[src/rtl/pipe_test_sequencer.sv]
// Run sequencer for a pipe checker: resets it, loads the throttle, counts words
// and cycles, lets the pipe drain, then samples the error count and reports pass/fail.
module pipe_test_sequencer #(
  parameter int unsigned CLEAR_CYCLES  = 4,
  parameter int unsigned SETTLE_CYCLES = 2
) (
  input  logic        clk,
  input  logic        reset,
  input  logic        start,
  input  logic        abort,
  input  logic [31:0] cfg_words,
  input  logic [31:0] cfg_throttle,
  input  logic [2:0]  cfg_pattern,
  input  logic [31:0] cfg_timeout,
  input  logic        pipe_in_write,
  input  logic [31:0] chk_error_count,
  output logic        chk_reset,
  output logic        chk_throttle_set,
  output logic [31:0] chk_throttle_val,
  output logic [2:0]  chk_pattern,
  output logic        busy,
  output logic        done,
  output logic        pass,
  output logic        timed_out,
  output logic        overrun,
  output logic        aborted,
  output logic [31:0] words_seen,
  output logic [31:0] cycles,
  output logic [31:0] err_latched
);

  localparam logic [3:0] CLEAR_LAST  = 4'(CLEAR_CYCLES - 1);
  localparam logic [3:0] SETTLE_LAST = 4'(SETTLE_CYCLES - 1);

  typedef enum logic [2:0] {
    IDLE,
    CLEAR,
    ARM,
    RUN,
    SETTLE,
    DONE
  } state_t;

  state_t      state;
  logic [3:0]  phase_cnt;
  logic [31:0] words_target;
  logic [31:0] timeout_val;
  logic [31:0] words_next;
  logic [31:0] cycles_next;

  // Saturating counters: the completion checks compare against post-increment values.
  always_comb begin
    words_next  = words_seen;
    cycles_next = cycles;
    if (pipe_in_write && (words_seen != 32'hFFFF_FFFF)) begin
      words_next = words_seen + 32'd1;
    end
    if (cycles != 32'hFFFF_FFFF) begin
      cycles_next = cycles + 32'd1;
    end
  end

  assign busy = (state != IDLE);

  always_ff @(posedge clk) begin
    if (reset) begin
      state            <= IDLE;
      phase_cnt        <= '0;
      words_target     <= '0;
      timeout_val      <= '0;
      chk_reset        <= 1'b1;
      chk_throttle_set <= 1'b0;
      chk_throttle_val <= '0;
      chk_pattern      <= '0;
      done             <= 1'b0;
      pass             <= 1'b0;
      timed_out        <= 1'b0;
      overrun          <= 1'b0;
      aborted          <= 1'b0;
      words_seen       <= '0;
      cycles           <= '0;
      err_latched      <= '0;
    end else begin
      chk_reset        <= 1'b0;
      chk_throttle_set <= 1'b0;
      done             <= 1'b0;
      if ((state != IDLE) && abort) begin
        state   <= IDLE;
        aborted <= 1'b1;
        pass    <= 1'b0;
      end else begin
        case (state)
          IDLE: begin
            if (start && !abort) begin
              words_target     <= cfg_words;
              timeout_val      <= cfg_timeout;
              chk_throttle_val <= cfg_throttle;
              chk_pattern      <= cfg_pattern;
              words_seen       <= '0;
              cycles           <= '0;
              timed_out        <= 1'b0;
              overrun          <= 1'b0;
              aborted          <= 1'b0;
              pass             <= 1'b0;
              phase_cnt        <= '0;
              chk_reset        <= 1'b1;
              state            <= CLEAR;
            end
          end
          CLEAR: begin
            if (phase_cnt == CLEAR_LAST) begin
              chk_throttle_set <= 1'b1;
              state            <= ARM;
            end else begin
              chk_reset <= 1'b1;
              phase_cnt <= phase_cnt + 4'd1;
            end
          end
          ARM: begin
            phase_cnt <= '0;
            state     <= (words_target == 32'd0) ? SETTLE : RUN;
          end
          RUN: begin
            words_seen <= words_next;
            cycles     <= cycles_next;
            // Word completion wins over a timeout on the same edge.
            if (words_next == words_target) begin
              phase_cnt <= '0;
              state     <= SETTLE;
            end else if ((timeout_val != 32'd0) && (cycles_next == timeout_val)) begin
              timed_out <= 1'b1;
              phase_cnt <= '0;
              state     <= SETTLE;
            end
          end
          SETTLE: begin
            if (pipe_in_write) begin
              overrun <= 1'b1;
            end
            if (phase_cnt == SETTLE_LAST) begin
              err_latched <= chk_error_count;
              done        <= 1'b1;
              pass        <= (chk_error_count == 32'd0) && !timed_out
                             && !overrun && !pipe_in_write;
              state       <= DONE;
            end else begin
              phase_cnt <= phase_cnt + 4'd1;
            end
          end
          DONE: begin
            state <= IDLE;
          end
          default: begin
            state <= IDLE;
          end
        endcase
      end
    end
  end

endmodule

[config.mk]
export PLATFORM = sky130hd
export DESIGN_NAME = pipe_test_sequencer
export DESIGN_NICKNAME = d
export VERILOG_FILES = /design/src/rtl/pipe_test_sequencer.sv
export SDC_FILE = /design/constraint.sdc
export NUM_CORES = 1
export LEC_CHECK = 0
export ABC_AREA = 1
export CORE_MARGIN = 2
export CORE_UTILIZATION = 55
export DETAILED_ROUTE_END_ITERATION = 6
export DONT_BUFFER_PORTS = 1
export PLACE_DENSITY = 0.79
export SLEW_MARGIN = 20
export SYNTH_ARGS = -nofsm -noshare
export SYNTH_HDL_FRONTEND = slang
export SYNTH_SLANG_ARGS = --single-unit
[constraint.sdc]
create_clock -name clk -period 4.6 [get_ports clk]
set_input_delay 0.46 -clock clk [delete_from_list [all_inputs] [get_ports clk]]
set_output_delay 0.46 -clock clk [all_outputs]
set_load 0.1 [all_outputs]
# Word level (Yosys, flattened, before mapping)
# Index checks and enable logic that the tools add are counted.
[word_totals]
ff_bits = 209
in_bits = 136
out_inout_bits = 139
elab_cells = 108
[classes]
addsub = 3
n_eq_ne = 19
mux = 34
bitwise = 3
n_reduce_logical = 33
[ops]
columns = ["operator", "count"]
rows = [
  ["$pmux W32 S2", 2],
  ["$mux W32", 3],
  ["$add A32 B1 Y32 const B", 2],
  ["$eq A32 B32 Y1", 2],
  ["$logic_not A32 Y1", 2],
  ["$ne A32 B32 Y1 const B", 2],
  ["$reduce_bool A32 Y1", 1],
  ["$mux W4", 5],
  ["$pmux W4 S5", 1],
  ["$mux W3", 6],
  ["$ne A2 B2 Y1 const B", 8],
  ["$pmux W3 S5", 1],
  ["$mux W1", 12],
  ["$reduce_and A3 Y1", 4],
  ["$pmux W1 S2", 4],
  ["$reduce_and A4 Y1", 2],
  ["$reduce_bool A2 Y1", 4],
  ["$logic_and A1 B1 Y1", 7],
  ["$eq A3 B2 Y1 const B", 2],
  ["$reduce_and A6 Y1", 1],
  ["$reduce_or A3 Y1", 2],
  ["$reduce_and A5 Y1", 1],
  ["$reduce_bool A5 Y1", 1],
  ["$add A4 B1 Y4 const B", 1],
  ["11 further kinds", 16],
]

# Longest topological paths before layout
# Gate-level depths: netlist of the first run.
[logic_depth]
depth_word = 7
mapped_depth = 23
ltp_nobuf = 22

# Least setup slack after synthesis of the first run
# Ideal clock, no wire load.
[synth_timing]
kind = "flip-flop to flip-flop"
startpoint = "reg words_seen[1]"
endpoint = "reg phase_cnt[1]"
setup_ns = 0.113
arrival_time_ns = 3.169
required_time_ns = 4.487
setup_slack_ns = 1.318
path_stages_with_launch = 21
n_path_buf = 2
cell_sequence = "dfxtp_1 -> ha_1 -> nand2_2 -> nor2_4 -> nand2_4 -> nor2_8 -> nand2_4 -> nand2_4 -> buf_6 -> buf_12 -> nand2_2 -> nand3_1 -> nand3_1 -> nor2_1 -> nand2_1 -> nor2_1 -> nand3_2 -> nand2_4 -> nand2_4 -> nor2_1 -> nor2_1"
[synth_via]
elab_chain_len = 6
elab_cells_between_ends = 9
[synth_lines]
columns = ["item", "line_no", "rtl"]
rows = [
  ["start, declared", "27", "output logic [31:0] words_seen,"],
  ["start signal, assigned", "124", "words_seen <= words_next;"],
  ["branches (longest 2 deep; another with $add A32 B1 Y32)", "--", ""],
  ["$mux W32 (*)", "55", "if (pipe_in_write && (words_seen != 32'hFFFF_FFFF)) begin"],
  ["$eq A32 B32 Y1 (*)", "127", "if (words_next == words_target) begin"],
  ["$ne A3 B3 Y1 (no source line) or $mux W4 (tied branches)", "--", ""],
  ["$reduce_and A6 Y1 (no source line) or $pmux W4 S5 (tied branches)", "--", ""],
  ["end signal, assigned", "116", "phase_cnt <= phase_cnt + 4'd1;"],
  ["end signal, assigned", "147", "phase_cnt <= phase_cnt + 4'd1;"],
  ["end, declared", "45", "logic [3:0] phase_cnt;"],
]
# Mark *: on every way between the ends.
# A chain may end at the register's enable or synchronous reset.

# Worst setup path after layout of the first run
# Same ends and word-level chain as after synthesis.

==> key figures, run 1 <==
Outcome
  – Outcome: finished clean

Power and ir drop
  – Relative contribution of combinational cells to total power: a little over a fifth
  – Internal power of the cells: around 3.5 mW
  – Power dissipated by switching net loads: about 2.4 mW
  – Largest voltage drop on the vdd net: 447.6 uV
  – Clock group share of total power: between 30% and 40%
  – Leakage: roughly 5.4 nW
  – Sequential share of power: between 40% and 50%
  – Power per cell area: around 460 nW/um^2
  – Switching share of total power: 41.23%

Worst setup path
  – Critical path class: reg2reg
  – Worst path arrival time: about 4100 ps
  – Worst reg-to-reg setup slack: around 900 ps
  – Launching point of the worst reg2reg path: words_seen[1]
  – Length in cells of the worst reg-to-reg path: 22
  – Worst setup path endpoint: phase_cnt[1]
  – Crit path capture type: flip-flop
  – Element type at the critical path start: flip-flop
  – Origin of the worst setup path: words_seen[1]
  – Required time of the worst setup path: 5040 ps
  – Max FO, Critical Path: 30
  – R2r endpoint: phase_cnt[1]

Global routing
  – Initial antenna violation count: 8
  – Remaining Overflow, GRT: 0
  – Vias in the first global route: 10.88k
  – Largest net degree at the start of global routing: 88
  – Tot GR Track Use: between 30% and 40%
  – Global-route wire length before repair: about 56 mm

Drt
  – First-pass iteration count of the detailed router: 6
  – DR DRC count: 0
  – Starting DRT DRC Count: ~1.2k
  – Final wirelength: 35.44 mm
  – DR vias: roughly 12k
  – Post-route ant nets: 0
  – Vias per cell: approximately 5.5
  – Routed length per instance: around 16 um

Die
  – Overall die area: 21840 um^2
  – Count of standard-cell rows: between 50 and 60
  – Floorplan die width: 147.8 um
  – Io pins: ~280
  – Total core area: 20230 um^2
  – Starting utilization of the core area: between 50% and 60%
  – Die Ht: roughly 150 um

Timing
  – Number of max-slew violations in the final report: 0
  – Slew at the pin closest to its max-slew limit: ~1100 ps
  – Minimum period implied by the final worst setup slack: around 3700 ps
  – Final setup TNS: 0 ps
  – Unrepaired setup endpoints after global routing: false
  – Final Hold Vio Count: 0
  – Final Skew: around 21 ps
  – Headroom to the max-slew limit: around 25%
  – Maximum clock rate: roughly 0.27 GHz
  – Share of the clock period used by the worst path: 80.18%
  – Final setup vio count: 0

CTS
  – Insertion delay of the later-clocked pin in the worst-skew pair: ~520 ps
  – Clk sinks: about 210
  – Total number of H-tree levels: 1
  – Number of buffers inserted to repair setup after CTS: 0
  – CTS tree: yes
  – Number of CTS-inserted buffers: 23
  – Clock-pin slew reported for the worst setup and hold paths after clock tree synthesis: 60 ps
  – # hold bufs at CTS: 0
  – Bufs on Longest Clock Path: 3
  – Post-cts repair resize count: 0
  – Clk root buf: sky130_fd_sc_hd__clkbuf_16

Finish
  – Post-synthesis to final-layout area growth: 11.52%
  – Post-layout util: 62.68%
  – Most common cell after layout, fill and taps aside: sky130_fd_sc_hd__nand2_1
  – Commonest cells after routing, fill and taps aside: 577 x sky130_fd_sc_hd__nand2_1, 314 x sky130_fd_sc_hd__nor2_1, 209 x sky130_fd_sc_hd__dfxtp_1, 149 x sky130_fd_sc_hd__inv_1, 138 x sky130_fd_sc_hd__o21ai_0
  – Fraction of final layout cells sized beyond drive strength 1: under 10%
  – Number of nets at the end of the flow: between 2k and 2.5k

Placed design
  – Routability cong.: approximately 1
  – Port bufs: 0
  – DP HPWL: around 26 mm

Hold path
  – Class of the worst hold path: in2reg

Synth
  – Syn Nets: 1990
  – Total number of yosys warnings: 0
  – Number of instances in the synthesized netlist: about 1.9k
  – Post-synth top flop: sky130_fd_sc_hd__dfxtp_1
  – Number of flops mapped to enable cells by yosys: 0
  – Register area share after synthesis: a little under two fifths
  – Proportion of register bits with asynchronous set or reset after synthesis: 0%
  – Count of state elements after synthesis: between 200 and 250
  – Cell variety after synth: 39
  – Syn Area/Cell: between 6 and 7 um^2
  – Synthesized area: 11370 um^2

Flow run
  – Max-cap violations: 0
worst min-delay path by stage:
| stage | startpoint | to | slack (ps) | cells after the start |
|---|---|---|---|---|
| 2_1_floorplan | words_target[27] | words_target[27] | 460 | 2 |
| 3_5_place_dp | cycles[6] | cycles[6] | 470 | 2 |
| 4_1_cts | reset | cycles[30] | 10 | 1 |
| 5_1_grt | reset | cycles[4] | 20 | 1 |
| 3_3_place_gp | cycles[6] | cycles[6] | 460 | 2 |
| 6_report | reset | cycles[5] | 30 | 1 |
cell type report:
type / instances / area [um^2]
clock buffers: 29 / 628.1
diodes: 7 / 17.52
repair buffers: 73 / 560.5
flip-flops and latches: 209 / 4184
clock inverters: 10 / 88.84
inverters: 152 / 571.8
well taps: 270 / 337.8
fillers: 1940 / 7552
multi-input cells: 1414 / 6294
worst max-delay path: stages, from the launching register on:
cell                      delay (ps)
sky130_fd_sc_hd__dfxtp_1         310
sky130_fd_sc_hd__buf_4           320
sky130_fd_sc_hd__ha_1            270
sky130_fd_sc_hd__nand2_2          90
sky130_fd_sc_hd__nor2_4          210
sky130_fd_sc_hd__nand2_4         100
sky130_fd_sc_hd__nor2_8          140
sky130_fd_sc_hd__nand2_4         130
sky130_fd_sc_hd__nand2_4         330
sky130_fd_sc_hd__inv_2           270
sky130_fd_sc_hd__nand2_1         170
sky130_fd_sc_hd__nand3_1          70
sky130_fd_sc_hd__nand2_1          70
sky130_fd_sc_hd__nand2_1          40
sky130_fd_sc_hd__nor2_1          140
sky130_fd_sc_hd__nand2_1         100
sky130_fd_sc_hd__nor2_1          230
sky130_fd_sc_hd__nand3_2         150
sky130_fd_sc_hd__nand2_4         140
sky130_fd_sc_hd__nand2_4          70
sky130_fd_sc_hd__nand2_1          90
sky130_fd_sc_hd__nand2_1          50
sky130_fd_sc_hd__nor2_1          100
kinds of logic (layout without fill, tap and decap cells):
| logic type | Yosys count | in the layout | synth area share (%) |
|---|---|---|---|
| AO/OA/AOI/OAI | 279 | 279 | 12.40 |
| XOR/XNOR | 23 | 23 | 1.892 |
| adder cells (fa/ha/maj) | 4 | 4 | 0.4401 |
| buffers and inverters | 227 | 264 | 8.065 |
| flip-flops | 209 | 209 | 36.79 |
| other | 0 | 7 | 0 |
| AND/OR/NAND/NOR | 1108 | 1108 | 40.41 |
cells in the mapped netlist (2+ instances only):
master	n	area (um^2)
sky130_fd_sc_hd__a31oi_1	2	12.51
sky130_fd_sc_hd__o21ai_1	2	10.01
sky130_fd_sc_hd__buf_1	3	11.26
sky130_fd_sc_hd__nor2_1	316	1186
sky130_fd_sc_hd__nand3_1	132	660.6
sky130_fd_sc_hd__nor2_4	3	33.78
sky130_fd_sc_hd__clkbuf_1	59	221.5
sky130_fd_sc_hd__nand2_1	578	2170
sky130_fd_sc_hd__inv_1	149	559.3
sky130_fd_sc_hd__nand3b_1	7	52.55
sky130_fd_sc_hd__o21bai_1	2	15.01
sky130_fd_sc_hd__nand4_1	15	93.84
sky130_fd_sc_hd__or2_2	3	18.77
sky130_fd_sc_hd__o21ai_0	138	690.7
sky130_fd_sc_hd__nand2_2	11	68.82
sky130_fd_sc_hd__buf_6	5	56.30
sky130_fd_sc_hd__nor3_1	6	30.03
sky130_fd_sc_hd__nand2_4	6	67.56
sky130_fd_sc_hd__xor2_1	15	131.4
sky130_fd_sc_hd__nor2_2	3	18.77
sky130_fd_sc_hd__xnor2_1	7	61.31
sky130_fd_sc_hd__nor4_1	22	137.6
sky130_fd_sc_hd__ha_1	4	50.05
sky130_fd_sc_hd__buf_2	6	30.03
sky130_fd_sc_hd__a21oi_1	133	665.6
sky130_fd_sc_hd__dfxtp_1	209	4184
sky130_fd_sc_hd__inv_2	2	7.510
per-layer routing:
metal	up-vias	GRT usage [%]	part of all wire, %
met5	-	0	0.037
met4	2	11.59	3.3
met3	81	6.512	9.8
met2	562	51.19	45
met1	5380	41.10	42
li1	5971	-	-
stage by stage:
stage / instance area [um^2] / hold slack (ps) / cells / setup WS, ps / total power [mW]
2_1_floorplan: 11370 / 456.7 / 1850 / 1318 / 3.826
3_3_place_gp: 11930 / 462.3 / 2117 / 1071 / 4.101
3_5_place_dp: 11930 / 474.3 / 2117 / 1005 / 4.131
4_1_cts: 12640 / 13.38 / 2156 / 961.6 / 5.896
5_1_grt: 12680 / 19.94 / 2163 / 589.3 / 6.168
6_report: 12680 / 32.23 / 2164 / 911.8 / 5.885
sequential cells by signal, summed over array words and instances, names as in the netlist:
register and count:
aborted 1, chk_pattern 3, chk_reset 1, chk_throttle_set 1, chk_throttle_val 32, cycles 32, done 1, err_latched 32
overrun 1, pass 1, phase_cnt 4, state 3, timed_out 1, timeout_val 32, words_seen 32, words_target 32
power groups by stage:
stage	clock [mW]	combinational, mW	sequential (mW)
floorplan	0	0.976	2.85
global placement	0	1.20	2.91
detailed placement	0	1.22	2.91
CTS	1.79	1.23	2.88
global route	1.87	1.40	2.91
finish	1.77	1.23	2.88
Power figures use the tool's default switching activity.
==> inputs of run 2 (changes only) <==
PLACE_DENSITY = 0.82   (was 0.79)
clock period = 3.15 ns   (was 4.6 ns; I/O delays follow)
==> run 2 against run 1 <==
Net effect: the flow now finishes with violations (negative hold slack); clock-buffer cell count is 1 higher; sequential power is 45% higher; wire length grew 10%; cell area increased by 8.9%; critical path type unchanged; largest power group unchanged.
==> key figures, run 2 (same netlist as run 1, synthesis figures left out) <==
Outcome
  – Outcome: finished, violations left (was finished clean)
  – Violations in the final reports: negative hold slack

Finish
  – Post-route cell area: 13810 um^2 (was 12680 um^2)
  – Post-layout util: 68.27% (was 62.68%)
  – Layout filler cell count: 1748 (was 1940)
  – Commonest cells after routing, fill and taps aside: 577 x sky130_fd_sc_hd__nand2_1, 304 x sky130_fd_sc_hd__nor2_1, 204 x sky130_fd_sc_hd__dfxtp_1, 149 x sky130_fd_sc_hd__inv_1, 137 x sky130_fd_sc_hd__o21ai_0 (was 577 x sky130_fd_sc_hd__nand2_1, 314 x sky130_fd_sc_hd__nor2_1, 209 x sky130_fd_sc_hd__dfxtp_1, 149 x sky130_fd_sc_hd__inv_1, 138 x sky130_fd_sc_hd__o21ai_0)
  – Number of nets at the end of the flow: 2113 (was 2013)
  – Fraction of final layout cells sized beyond drive strength 1: 9.703% (was 7.578%)
  – Post-synthesis to final-layout area growth: 21.47% (was 11.52%)
  – Most common cell after layout, fill and taps aside: sky130_fd_sc_hd__nand2_1 (unchanged)

CTS
  – Clk root buf: sky130_fd_sc_hd__clkbuf_16 (unchanged)
  – Number of CTS-inserted buffers: 24 (was 23)
  – CTS tree: yes (unchanged)
  – Bufs on Longest Clock Path: 3 (unchanged)
  – Clock-pin slew reported for the worst setup and hold paths after clock tree synthesis: 60 ps (about the same)
  – Total number of H-tree levels: 1 (unchanged)
  – Clk sinks: 209 (unchanged)
  – Insertion delay of the later-clocked pin in the worst-skew pair: 510 ps (was 520 ps)

Power and ir drop
  – Largest voltage drop on the vdd net: 559.4 uV (was 447.6 uV)
  – Power per cell area: 670.9 nW/um^2 (was 464.0 nW/um^2)
  – Leakage: 5.888 nW (was 5.353 nW)

Worst setup path
  – Max FO, Critical Path: 7 (was 30)
  – Worst path arrival time: 3380 ps (was 4130 ps)
  – Element type at the critical path start: flip-flop (unchanged)
  – Critical path class: reg2reg (unchanged)
  – Required time of the worst setup path: 3600 ps (was 5040 ps)
  – Crit path capture type: flip-flop (unchanged)
  – Worst reg-to-reg setup slack: 220 ps (was 910 ps)
  – R2r endpoint: phase_cnt[1] (unchanged)
  – Launching point of the worst reg2reg path: cycles[2] (was words_seen[1])
  – Length in cells of the worst reg-to-reg path: 18 (was 22)

Drt
  – Starting DRT DRC Count: 1265 (was 1200)
  – Vias per cell: 5.721 (was 5.543)
  – First-pass iteration count of the detailed router: 6 (unchanged)
  – DR vias: 12.93k (was 12.00k)
  – Routed length per instance: 17.31 um (was 16.38 um)
  – Post-route ant nets: 0 (unchanged)
  – DR DRC count: 0 (unchanged)
  – Final wirelength: 39.12 mm (was 35.44 mm)

Global routing
  – Largest net degree at the start of global routing: 92 (was 88)
  – Global-route wire length before repair: 61.14 mm (was 55.66 mm)
  – Initial antenna violation count: 2 (was 8)
  – Remaining Overflow, GRT: 0 (unchanged)
  – Met3 usage: 6.821% (was 6.512%)
  – Tot GR Track Use: 34.58% (was 31.36%)
  – GR Util met2: 56.42% (was 51.19%)
  – Vias in the first global route: 11.93k (was 10.88k)
  – Most utilized layer in the global route result: met2 (unchanged)
  – Met1 track demand over resource: 44.47% (was 41.10%)

Timing
  – Share of the clock period used by the worst path: 92.99% (was 80.18%)
  – Smallest hold slack: -4.648 ps (was 32.23 ps)
  – Final Hold Vio Count: 2 (was 0)
  – Final Skew: 18.15 ps (was 21.39 ps)
  – Headroom to the max-slew limit: 21.71% (was 25.03%)
  – Number of max-slew violations in the final report: 0 (unchanged)
  – Final setup vio count: 0 (unchanged)
  – Final setup TNS: 0 ps (unchanged)
  – Slew at the pin closest to its max-slew limit: 1173 ps (was 1123 ps)
  – Minimum period implied by the final worst setup slack: 2929 ps (was 3688 ps)
  – Maximum clock rate: 0.3414 GHz (was 0.2711 GHz)

Hold path
  – Hold Path Cell Cnt: 2 (was 1)
  – Class of the worst hold path: in2reg (unchanged)
  – Hold worst-path end: chk_throttle_val[16] (was cycles[5])
  – Worst hold path startpoint: cfg_throttle[16] (was reset)

Placed design
  – Port bufs: 0 (unchanged)
  – Routability cong.: 0.9735 (was 0.9761)
  – DP HPWL: 27.23 mm (was 26.38 mm)
  – Area after detailed placement: 12160 um^2 (was 11930 um^2)

Die
  – Floorplan die width: 147.8 um (unchanged)
  – Total core area: 20230 um^2 (unchanged)
  – Starting utilization of the core area: 56.20% (unchanged)
  – Io pins: 275 (unchanged)
  – Count of standard-cell rows: 52 (unchanged)
  – Overall die area: 21840 um^2 (unchanged)
  – Die Ht: 147.8 um (unchanged)

Flow run
  – Max-cap violations: 0 (unchanged)
==> run 2: cell count changes in the layout (fill, tap and decap cells not counted), sizes merged <==
cell / change
clkinv: -5
clkbuf: +1
buf: +31
bufinv: +4
diode: -6
dlygate4sd3: +68
inv: +2
clkinvlp: +1
==> run 2: report_power, final <==
group | switching [mW] | internal [mW] | leakage (nW)
sequential | 1.20 | 2.99 | 1.70
combinational | 1.35 | 0.663 | 3.76
clock | 1.14 | 1.93 | 0.425
==> run 2: critical path, cell delays in order, from the launching register on <==
cell and delay [ps]:
sky130_fd_sc_hd__dfxtp_1 350, sky130_fd_sc_hd__buf_4 330, sky130_fd_sc_hd__nand3_1 220, sky130_fd_sc_hd__nor2_1 420, sky130_fd_sc_hd__xnor2_1 200, sky130_fd_sc_hd__nand2_1 100, sky130_fd_sc_hd__nand2_1 70, sky130_fd_sc_hd__nand2_1 50
sky130_fd_sc_hd__nor2_1 110, sky130_fd_sc_hd__nand2_1 90, sky130_fd_sc_hd__nor2_1 140, sky130_fd_sc_hd__nand2_1 100, sky130_fd_sc_hd__nor2_1 190, sky130_fd_sc_hd__nor2_1 100, sky130_fd_sc_hd__nand2_4 110, sky130_fd_sc_hd__nand2_4 80
sky130_fd_sc_hd__nand2_1 90, sky130_fd_sc_hd__nand2_1 50, sky130_fd_sc_hd__nor2_1 80
==> run 2: timing repair <==
action                                  4_1_cts  5_1_grt
resized for setup                             0       18
endpoints found under the hold margin       135        0
hold buffers                                 69        0
endpoints found under the setup margin        0        8
setup buffers                                 0        2
==> run 2: cell type report <==
cell class | count | area [um^2] | share of cell area, %
Timing Repair Buffer | 172 | 1501 | 10.87
Antenna cell | 1 | 2.502 | 0.01812
Sequential cell | 209 | 4190 | 30.34
Tap cell | 270 | 337.8 | 2.446
Multi-Input combinational cell | 1414 | 6332 | 45.84
Clock buffer | 30 | 674.4 | 4.882
Clock inverter | 12 | 200.2 | 1.449
Inverter | 152 | 574.3 | 4.158
==> run 2: through the flow <==
step,power [mW],instances,setup slack [ps]
final,9.268,2260,221.0
after floorplan,5.588,1850,108.0
after detailed placement,6.081,2146,35.26
after global placement,6.032,2146,48.17
after global routing,9.668,2260,-4.067
after CTS,9.214,2257,4.378
==> run 2: worst max-delay path by stage <==
| stage | startpoint | end | slack, ps | cells after the start |
|---|---|---|---|---|
| final | cycles[2] | phase_cnt[1] | 220 | 18 |
| after floorplan | words_seen[3] | phase_cnt[1] | 110 | 19 |
| after detailed placement | words_seen[0] | phase_cnt[2] | 40 | 18 |
| after global placement | words_seen[0] | phase_cnt[2] | 50 | 18 |
| after global routing | words_seen[1] | phase_cnt[3] | -4 | 22 |
| after CTS | words_seen[0] | phase_cnt[2] | 4 | 18 |
==> run 2: layer usage <==
layer / vias up / routed length (um)
met1: 5846 / 14950
met2: 782 / 17820
met5: - / 0
li1: 6153 / -
met4: 0 / 1920
met3: 149 / 4423
